**config.mk**
```make
export PLATFORM = sky130hd
export DESIGN_NAME = fetch_controller
export DESIGN_NICKNAME = d
export VERILOG_FILES = /design/src/rtl/core_pkg.sv /design/src/rtl/if_id_reg.sv /design/src/rtl/fetch_controller.sv
export SDC_FILE = /design/constraint.sdc
export NUM_CORES = 1
export LEC_CHECK = 0
export CAP_MARGIN = 5
export CORE_MARGIN = 3
export CORE_UTILIZATION = 44
export DETAILED_ROUTE_END_ITERATION = 7
export GPL_ROUTABILITY_DRIVEN = 0
export MAX_ROUTING_LAYER = met4
export PLACE_DENSITY = 0.7
export SLEW_MARGIN = 30
export SYNTH_ARGS = -nofsm -noshare
export SYNTH_HDL_FRONTEND = slang
export SYNTH_SLANG_ARGS = --single-unit
```
**constraint.sdc**
```tcl
create_clock -name clk -period 7.5 [get_ports clk]
set_input_delay 0.75 -clock clk [delete_from_list [all_inputs] [get_ports clk]]
set_output_delay 0.75 -clock clk [all_outputs]
set_load 0.01 [all_outputs]
```
**src/rtl/core_pkg.sv**
```systemverilog
// Shared fetch-stage types and default widths for the pipelined core.
package core_pkg;

    typedef enum logic [1:0] {
        S_REQ   = 2'd0,
        S_HOLD  = 2'd1,
        S_DRAIN = 2'd2
    } fetch_state_t;

    localparam int unsigned      ADDR_W_DEF   = 32;
    localparam int unsigned      INSTR_W_DEF  = 32;
    localparam int unsigned      PC_STEP_DEF  = 4;
    localparam logic [31:0]      RESET_PC_DEF = 32'h0000_0000;

endpackage

```
**src/rtl/if_id_reg.sv**
```systemverilog
// IF/ID pipeline register: load on enable, flush clears valid, async reset.
module if_id_reg #(
    parameter int unsigned ADDR_W  = 32,
    parameter int unsigned INSTR_W = 32
) (
    input  logic               clk,
    input  logic               rst,
    input  logic               en,
    input  logic               flush,
    input  logic [ADDR_W-1:0]  d_pc,
    input  logic [INSTR_W-1:0] d_instr,
    output logic [ADDR_W-1:0]  q_pc,
    output logic [INSTR_W-1:0] q_instr,
    output logic               q_valid
);

    // Flush only marks the entry as a bubble; pc/instr keep their last contents.
    always_ff @(posedge clk or posedge rst) begin
        if (rst) begin
            q_pc    <= '0;
            q_instr <= '0;
            q_valid <= 1'b0;
        end else if (flush) begin
            q_valid <= 1'b0;
        end else if (en) begin
            q_pc    <= d_pc;
            q_instr <= d_instr;
            q_valid <= 1'b1;
        end
    end

endmodule

```
**src/rtl/fetch_controller.sv**
```systemverilog
// Instruction-fetch sequencer: owns the PC, handshakes with instruction memory,
// and feeds the IF/ID register with stall and branch-redirect handling.
module fetch_controller
    import core_pkg::*;
#(
    parameter int unsigned        ADDR_W   = ADDR_W_DEF,
    parameter int unsigned        INSTR_W  = INSTR_W_DEF,
    parameter int unsigned        PC_STEP  = PC_STEP_DEF,
    parameter logic [ADDR_W-1:0]  RESET_PC = ADDR_W'(RESET_PC_DEF)
) (
    input  logic               clk,
    input  logic               rst,
    input  logic               freeze,
    input  logic               branch_taken,
    input  logic [ADDR_W-1:0]  branch_addr,
    output logic               imem_req,
    output logic [ADDR_W-1:0]  imem_addr,
    input  logic               imem_ready,
    input  logic [INSTR_W-1:0] imem_rdata,
    output logic [ADDR_W-1:0]  if_pc,
    output logic [INSTR_W-1:0] if_instr,
    output logic               if_valid
);

    fetch_state_t       state, state_next;
    logic [ADDR_W-1:0]  pc, pc_next, pc_inc;
    logic [ADDR_W-1:0]  target, target_next;
    logic [ADDR_W-1:0]  skid_pc;
    logic [INSTR_W-1:0] skid_instr;
    logic               skid_load;
    logic               id_load, id_flush;
    logic [ADDR_W-1:0]  id_pc;
    logic [INSTR_W-1:0] id_instr;

    // Wraps modulo 2^ADDR_W by truncation.
    assign pc_inc    = pc + ADDR_W'(PC_STEP);
    assign imem_addr = pc;

    always_ff @(posedge clk or posedge rst) begin
        if (rst) begin
            state      <= S_REQ;
            pc         <= RESET_PC;
            target     <= '0;
            skid_pc    <= '0;
            skid_instr <= '0;
        end else begin
            state  <= state_next;
            pc     <= pc_next;
            target <= target_next;
            if (skid_load) begin
                skid_pc    <= pc_inc;
                skid_instr <= imem_rdata;
            end
        end
    end

    always_comb begin
        state_next  = state;
        pc_next     = pc;
        target_next = target;
        skid_load   = 1'b0;
        id_load     = 1'b0;
        id_flush    = 1'b0;
        id_pc       = pc_inc;
        id_instr    = imem_rdata;
        imem_req    = 1'b1;
        case (state)
            S_REQ: begin
                if (imem_ready) begin
                    if (branch_taken) begin
                        pc_next  = branch_addr;
                        id_flush = 1'b1;
                    end else if (!freeze) begin
                        id_load = 1'b1;
                        pc_next = pc_inc;
                    end else begin
                        skid_load  = 1'b1;
                        state_next = S_HOLD;
                    end
                end else if (branch_taken) begin
                    // Request in flight: keep the address, redirect once it completes.
                    target_next = branch_addr;
                    id_flush    = 1'b1;
                    state_next  = S_DRAIN;
                end else if (!freeze) begin
                    id_flush = 1'b1;
                end
            end
            S_HOLD: begin
                imem_req = 1'b0;
                if (branch_taken) begin
                    pc_next    = branch_addr;
                    id_flush   = 1'b1;
                    state_next = S_REQ;
                end else if (!freeze) begin
                    id_load    = 1'b1;
                    id_pc      = skid_pc;
                    id_instr   = skid_instr;
                    pc_next    = skid_pc;
                    state_next = S_REQ;
                end
            end
            S_DRAIN: begin
                id_flush = 1'b1;
                if (branch_taken) begin
                    target_next = branch_addr;
                end
                if (imem_ready) begin
                    pc_next    = branch_taken ? branch_addr : target;
                    state_next = S_REQ;
                end
            end
            default: begin
                state_next = S_REQ;
            end
        endcase
    end

    if_id_reg #(
        .ADDR_W  (ADDR_W),
        .INSTR_W (INSTR_W)
    ) u_if_id (
        .clk     (clk),
        .rst     (rst),
        .en      (id_load),
        .flush   (id_flush),
        .d_pc    (id_pc),
        .d_instr (id_instr),
        .q_pc    (if_pc),
        .q_instr (if_instr),
        .q_valid (if_valid)
    );

endmodule
```
Word-level counts from Yosys, hierarchy flattened
Cells that the tools add are included.
{ "classes": {"eq_ne": 10, "mux": 39, "n_addsub": 1, "reduce_logical": 8, "bitwise_logic": 1} }
{ "ops": {"columns": ["operator", "n"], "rows": [
  ["32-bit 2-to-1 mux", 14],
  ["32-bit case mux with 3 select lines", 1],
  ["32-bit case mux with 2 select lines", 1],
  ["32-bit by 3-bit adder with 32-bit output, second input constant", 1],
  ["3-bit != test, second input constant", 5],
  ["2-bit 2-to-1 mux", 7],
  ["1-bit 2-to-1 mux", 13],
  ["5-bit AND reduction", 2],
  ["2-bit != test, second input constant", 3],
  ["2-bit case mux with 3 select lines", 1],
  ["2-bit AND reduction", 2],
  ["2-bit nonzero test", 2],
  ["1-bit case mux with 3 select lines", 1],
  ["3-bit nonzero test", 1],
  ["2-bit by 1-bit equality test with 1-bit output, second input constant", 1],
  ["2-bit equality test, second input constant", 1],
  ["2-bit logical NOT", 1],
  ["1-bit case mux with 2 select lines", 1],
  ["1-bit inverter", 1]
]} }
{ "word_totals": {"out_inout_bits": 98, "register_bits": 195} }

Depth between registers and ports, before layout
{ "logic_depth": {"word_depth": 6, "mapped_depth": 10, "depth_no_buf": 7} }

Cells and area by module
A second synthesis with hierarchy kept.
{ "unflattened": {"cells_unflattened": 900, "area_unflattened_um2": 10299.9} }
{ "by_module_without_submodules": {"columns": ["mod", "seq_area_each_um2", "area_per_inst_um2", "n_inst", "cells_each"], "rows": [
  ["fetch_controller", 3253.1, 7562.3, 1, 760],
  ["if_id_reg", 1626.6, 2737.6, 1, 140]
]} }

Worst setup path after synthesis
Ideal clock, no wire load.
{ "synth_path": {"kind": "input port to flip-flop", "start": "input imem_ready", "end": "register u_if_id.q_pc[23]", "path_stages": 8, "setup_ns": 0.142, "path_slack_ns": 5.223, "path_buffers": 3, "arrival_time_ns": 2.135, "path_cell_list": "buf_2 a21oi_1 or3_1 or2_2 clkbuf_1 clkbuf_1 nand2_1 o221ai_1"} }
{ "synth_between": {"elab_chain_len": 4} }
{ "synth_lines": {"columns": ["element", "line", "source"], "rows": [
  ["start, declared", "fetch_controller.sv:18", "input logic imem_ready,"],
  ["1-bit 2-to-1 mux", "fetch_controller.sv:69", "if (imem_ready) begin"],
  ["1-bit case mux with 3 select lines", "fetch_controller.sv:67", "case (state)"],
  ["1-bit inverter (no source line)", null, null],
  ["2-bit AND reduction (no source line) *", null, null],
  ["end signal, assigned", "if_id_reg.sv:26", "q_pc <= d_pc;"],
  ["end, declared", "if_id_reg.sv:12", "output logic [ADDR_W-1:0] q_pc,"]
]} }
Mark *: on every way between the ends. The rest lies on a longest branch, timed or not.
A chain may end at the register's enable or synchronous reset.

Worst setup path in the final report
{ "layout_path": {"start": "register state[1]", "end": "output imem_req"} }
{ "layout_between": {"elab_chain_len": 2} }
{ "layout_lines": {"columns": ["element", "line", "source"], "rows": [
  ["start, declared", "fetch_controller.sv:25", "fetch_state_t state, state_next;"],
  ["start signal, assigned", "fetch_controller.sv:47", "state <= state_next;"],
  ["2-bit by 1-bit equality test with 1-bit output", "fetch_controller.sv:67", null],
  ["1-bit 2-to-1 mux", "fetch_controller.sv:67", null],
  ["end, declared", "fetch_controller.sv:16", "output logic imem_req,"]
]} }
No other way between the ends.

==> flow_summary_export.csv <==
group,metric,value,unit
placed_design,placed_cell_area,0.0114,mm^2
worst_hold_path,hp-start,"u_if_id.q_pc[12]$_DFFE_PP0P_",
synth,synthesis.nets,1037,
worst_setup_path,path_max_fanout,13,
sta,finalMaxSlewViolations,0,
sta,finalHoldViolations,0,
cts,clock-sinks,195,
power_and_ir_drop,power_leakage,4.98,nW
worst_setup_path,cp.depth,4,
worst_setup_path,crit_required,6.75,ns
synth,synth_top_area_share,0.511,
die,dieArea,0.0235,mm^2
die,core,0.0212,mm^2
final_layout,n_fill_cell,1827,
worst_setup_path,reg2reg_from,"state[0]$_DFFE_PP0P_",
final_layout,drive_gt1_frac,0.126,
synth,muxShareOfSynthArea,0.104,
worst_setup_path,crit_start,"state[1]$_DFFE_PP0P_",
sta,whs,0.488,ns
sta,rsz0062_at_grt,"no",
cts,postCtsSetupBuffers,0,
worst_setup_path,reg2reg_depth,7,
detailed_routing,wire_per_inst,20.2,um
global_routing,grt_max_degree,122,
synth,synth_async_sr_flop_share,1.00,
worst_setup_path,worst_ep_arrival_time,2.43,ns
synth,synth_edf_count,0,
power_and_ir_drop,p_total,5.23,mW
worst_setup_path,cp_slowest_stage_delay,0.56,ns
placed_design,port-buffer-count,166,
detailed_routing,drtIter0Drc,660,
worst_setup_path,cp_slowest_cell,"clkdlybuf4s50_1",
synth,synthFlopType,"dfrtp_1",
sta,relSlewSlack,0.396,
synth,synthXorXnorAreaFrac,0.0220,
cts,numCtsBuffers,17,
detailed_routing,routed_wl,27800,um
synth,synth_compound_gate_area_share,0.177,
placed_design,dpl.hpwl,17700,um
worst_hold_path,hold_class,"reg -> reg",
cts,clockBufferDepth,2,
synth,synthAdderAreaFrac,0.00655,
synth,yosysMostFrequentCell,"dfrtp_1",
worst_setup_path,critPathLaunchType,"register",
outcome,status,"complete, no violations",
synth,yosys.area.top_type,"dfrtp_1",
detailed_routing,drc,0,
worst_hold_path,holdPathStages,1,
sta,min_period,3.18,ns
die,dieHeight,153,um
sta,finalSetupViolCount,0,
power_and_ir_drop,ir_worst_vdd,0.238,mV
global_routing,grt_pass1_vias,7692,
final_layout,final_cells,1376,
synth,yosys.area_share.simple,0.141,
worst_setup_path,crit_chain,"inv_1 > ha_1 > inv_1 > clkdlybuf4s50_1",
detailed_routing,dr.pass1.iters,5,
synth,synth_seq_area_share,0.511,
cts,cts_tree,"built",
worst_setup_path,cp_common_cell,"inv_1",
final_layout,areaGrowthSynthToFinish,26.2,%
sta,fmax,315,MHz
synth,ys_seq_elements,195,
die,std_cell_rows,53,
run,cap_violations,0,
sta,timing.final.crit_share,0.424,
final_layout,fin_area,0.0121,mm^2
cts,clk_pin_slew,0.07,ns
detailed_routing,post_drt_via_cell_ratio,5.81,
sta,finClkSkew,0.0106,ns
synth,synth_cells,963,
final_layout,final_util,0.570,
placed_design,dp_cells,1344,
synth,syn_area_per_cell,9.92,um^2
final_layout,diodes,0,
global_routing,track_usage,0.240,
synth,synth_top_family_by_area,"compound AO/OA/AOI/OAI gates",
global_routing,grt_overflow_total,0,
synth,synthDistinctLibCells,60,
synth,ys_warn_count,0,
worst_setup_path,crit_buf_inv,3,
global_routing,antenna_found_initial,0,
sta,worst_pin_slew,0.906,ns
worst_setup_path,critical_path_class,"reg -> out",
final_layout,nets,1162,
synth,netlist_area,0.00955,mm^2
placed_design,dpl_worst_slack,4.11,ns
sta,tns,0,ns
cts,clockRootBuffer,"clkbuf_16",
die,pin_count,167,
synth,netlist_top_cells_area,"dfrtp_1 51%, mux2_2 8.7%, nand2_1 5.3%",
cts,ctsResizeCount,0,
detailed_routing,ant_nets,0,
die,initial_core_util,0.451,
die,die_x,153,um
synth,synth_common_cells,"195 x dfrtp_1, 135 x nand2_1, 74 x mux2_2, 74 x nor2_1, 68 x o21ai_0",
detailed_routing,vias,7993,
power_and_ir_drop,p_per_area,434,mW/mm^2
worst_setup_path,cp_top_family,"buffers and inverters",
global_routing,grt_pass1_wl,43600,um
cts,clkLatencyLatePin,0.45,ns
worst_setup_path,endpoint_kind,"primary output",
cts,htreeDepth,4,
sta,setup_ws,4.32,ns
cts,cts_hold_buffers,0,
worst paths after layout:
kind	to	slack, ns
worst max-delay path	imem_req	4.32
worst min-delay path	u_if_id.q_pc[12]$_DFFE_PP0P_	0.49
worst max register to register	imem_addr[14]$_DFFE_PP0P_	4.33
worst min register to register	u_if_id.q_pc[12]$_DFFE_PP0P_	0.49
max in group asynchronous	u_if_id.q_pc[17]$_DFFE_PP0P_	5.38
min in group asynchronous	u_if_id.q_instr[27]$_DFFE_PP0P_	0.86
cells in the final DEF, fill, tap and decap left out, types with 7 or more instances in the layout:
master	n
nand3_1	15
and3_1	9
o21ai_0	68
dfrtp_1	195
a22oi_1	10
clkdlybuf4s50_1	166
nand4_1	11
inv_1	16
clkbuf_16	17
a31oi_1	40
mux2i_1	16
mux2_2	74
nor3_1	10
a21oi_1	48
o221ai_1	7
a221oi_1	16
xor2_1	10
xnor2_1	14
nand2_1	135
o22a_1	7
nor2_1	73
and2_1	15
buf_4	14
per-layer routing:
layer	track usage	wire, um	up-vias
li1	-	-	3704
met1	0.331	12700	3950
met2	0.366	12800	304
met3	0.0515	1810	35
met4	0.0594	478	0
met5	-	0	-
worst reg2reg max path, cell delays in order, from the launching register on:
cell and delay [ns]:
dfrtp_1 0.44, inv_1 0.11, ha_1 0.77, clkinv_1 0.45, nand2_1 0.69, nor2_1 0.14, a221oi_1 0.32, o21ai_0 0.12
report_power, final:
group	internal [mW]	switching, mW	leakage (nW)	total (mW)
sequential	1.57	0.431	2.34	2.00
combinational	1.13	1.13	2.34	2.27
clock	0.509	0.455	0.296	0.963
total	3.21	2.02	4.98	5.23
state kept, by name, indices dropped and copies added (netlist names):
name,cells
u_if_id.q_pc,32
imem_addr,32
u_if_id.q_valid,1
u_if_id.q_instr,32
target,32
skid_pc,32
skid_instr,32
state,2
cell families after synthesis:
logic type | count (synthesis)
buffers and inverters | 93
xor gates and xnor gates | 24
adders and majority gates | 5
DFF | 195
and+or+nand+nor | 298
muxes | 90
AOI/OAI and AO/OA | 258
final cells by class:
type,instances,area (um^2),area share
Clock buffer,17,425,0.0353
Clock inverter,15,191,0.0159
Inverter,18,75.1,0.00623
Multi-Input combinational cell,675,4340,0.360
Sequential cell,195,4880,0.405
Tap cell,275,344,0.0286
Timing Repair Buffer,181,1790,0.149
(Power assumes the default switching activity.)
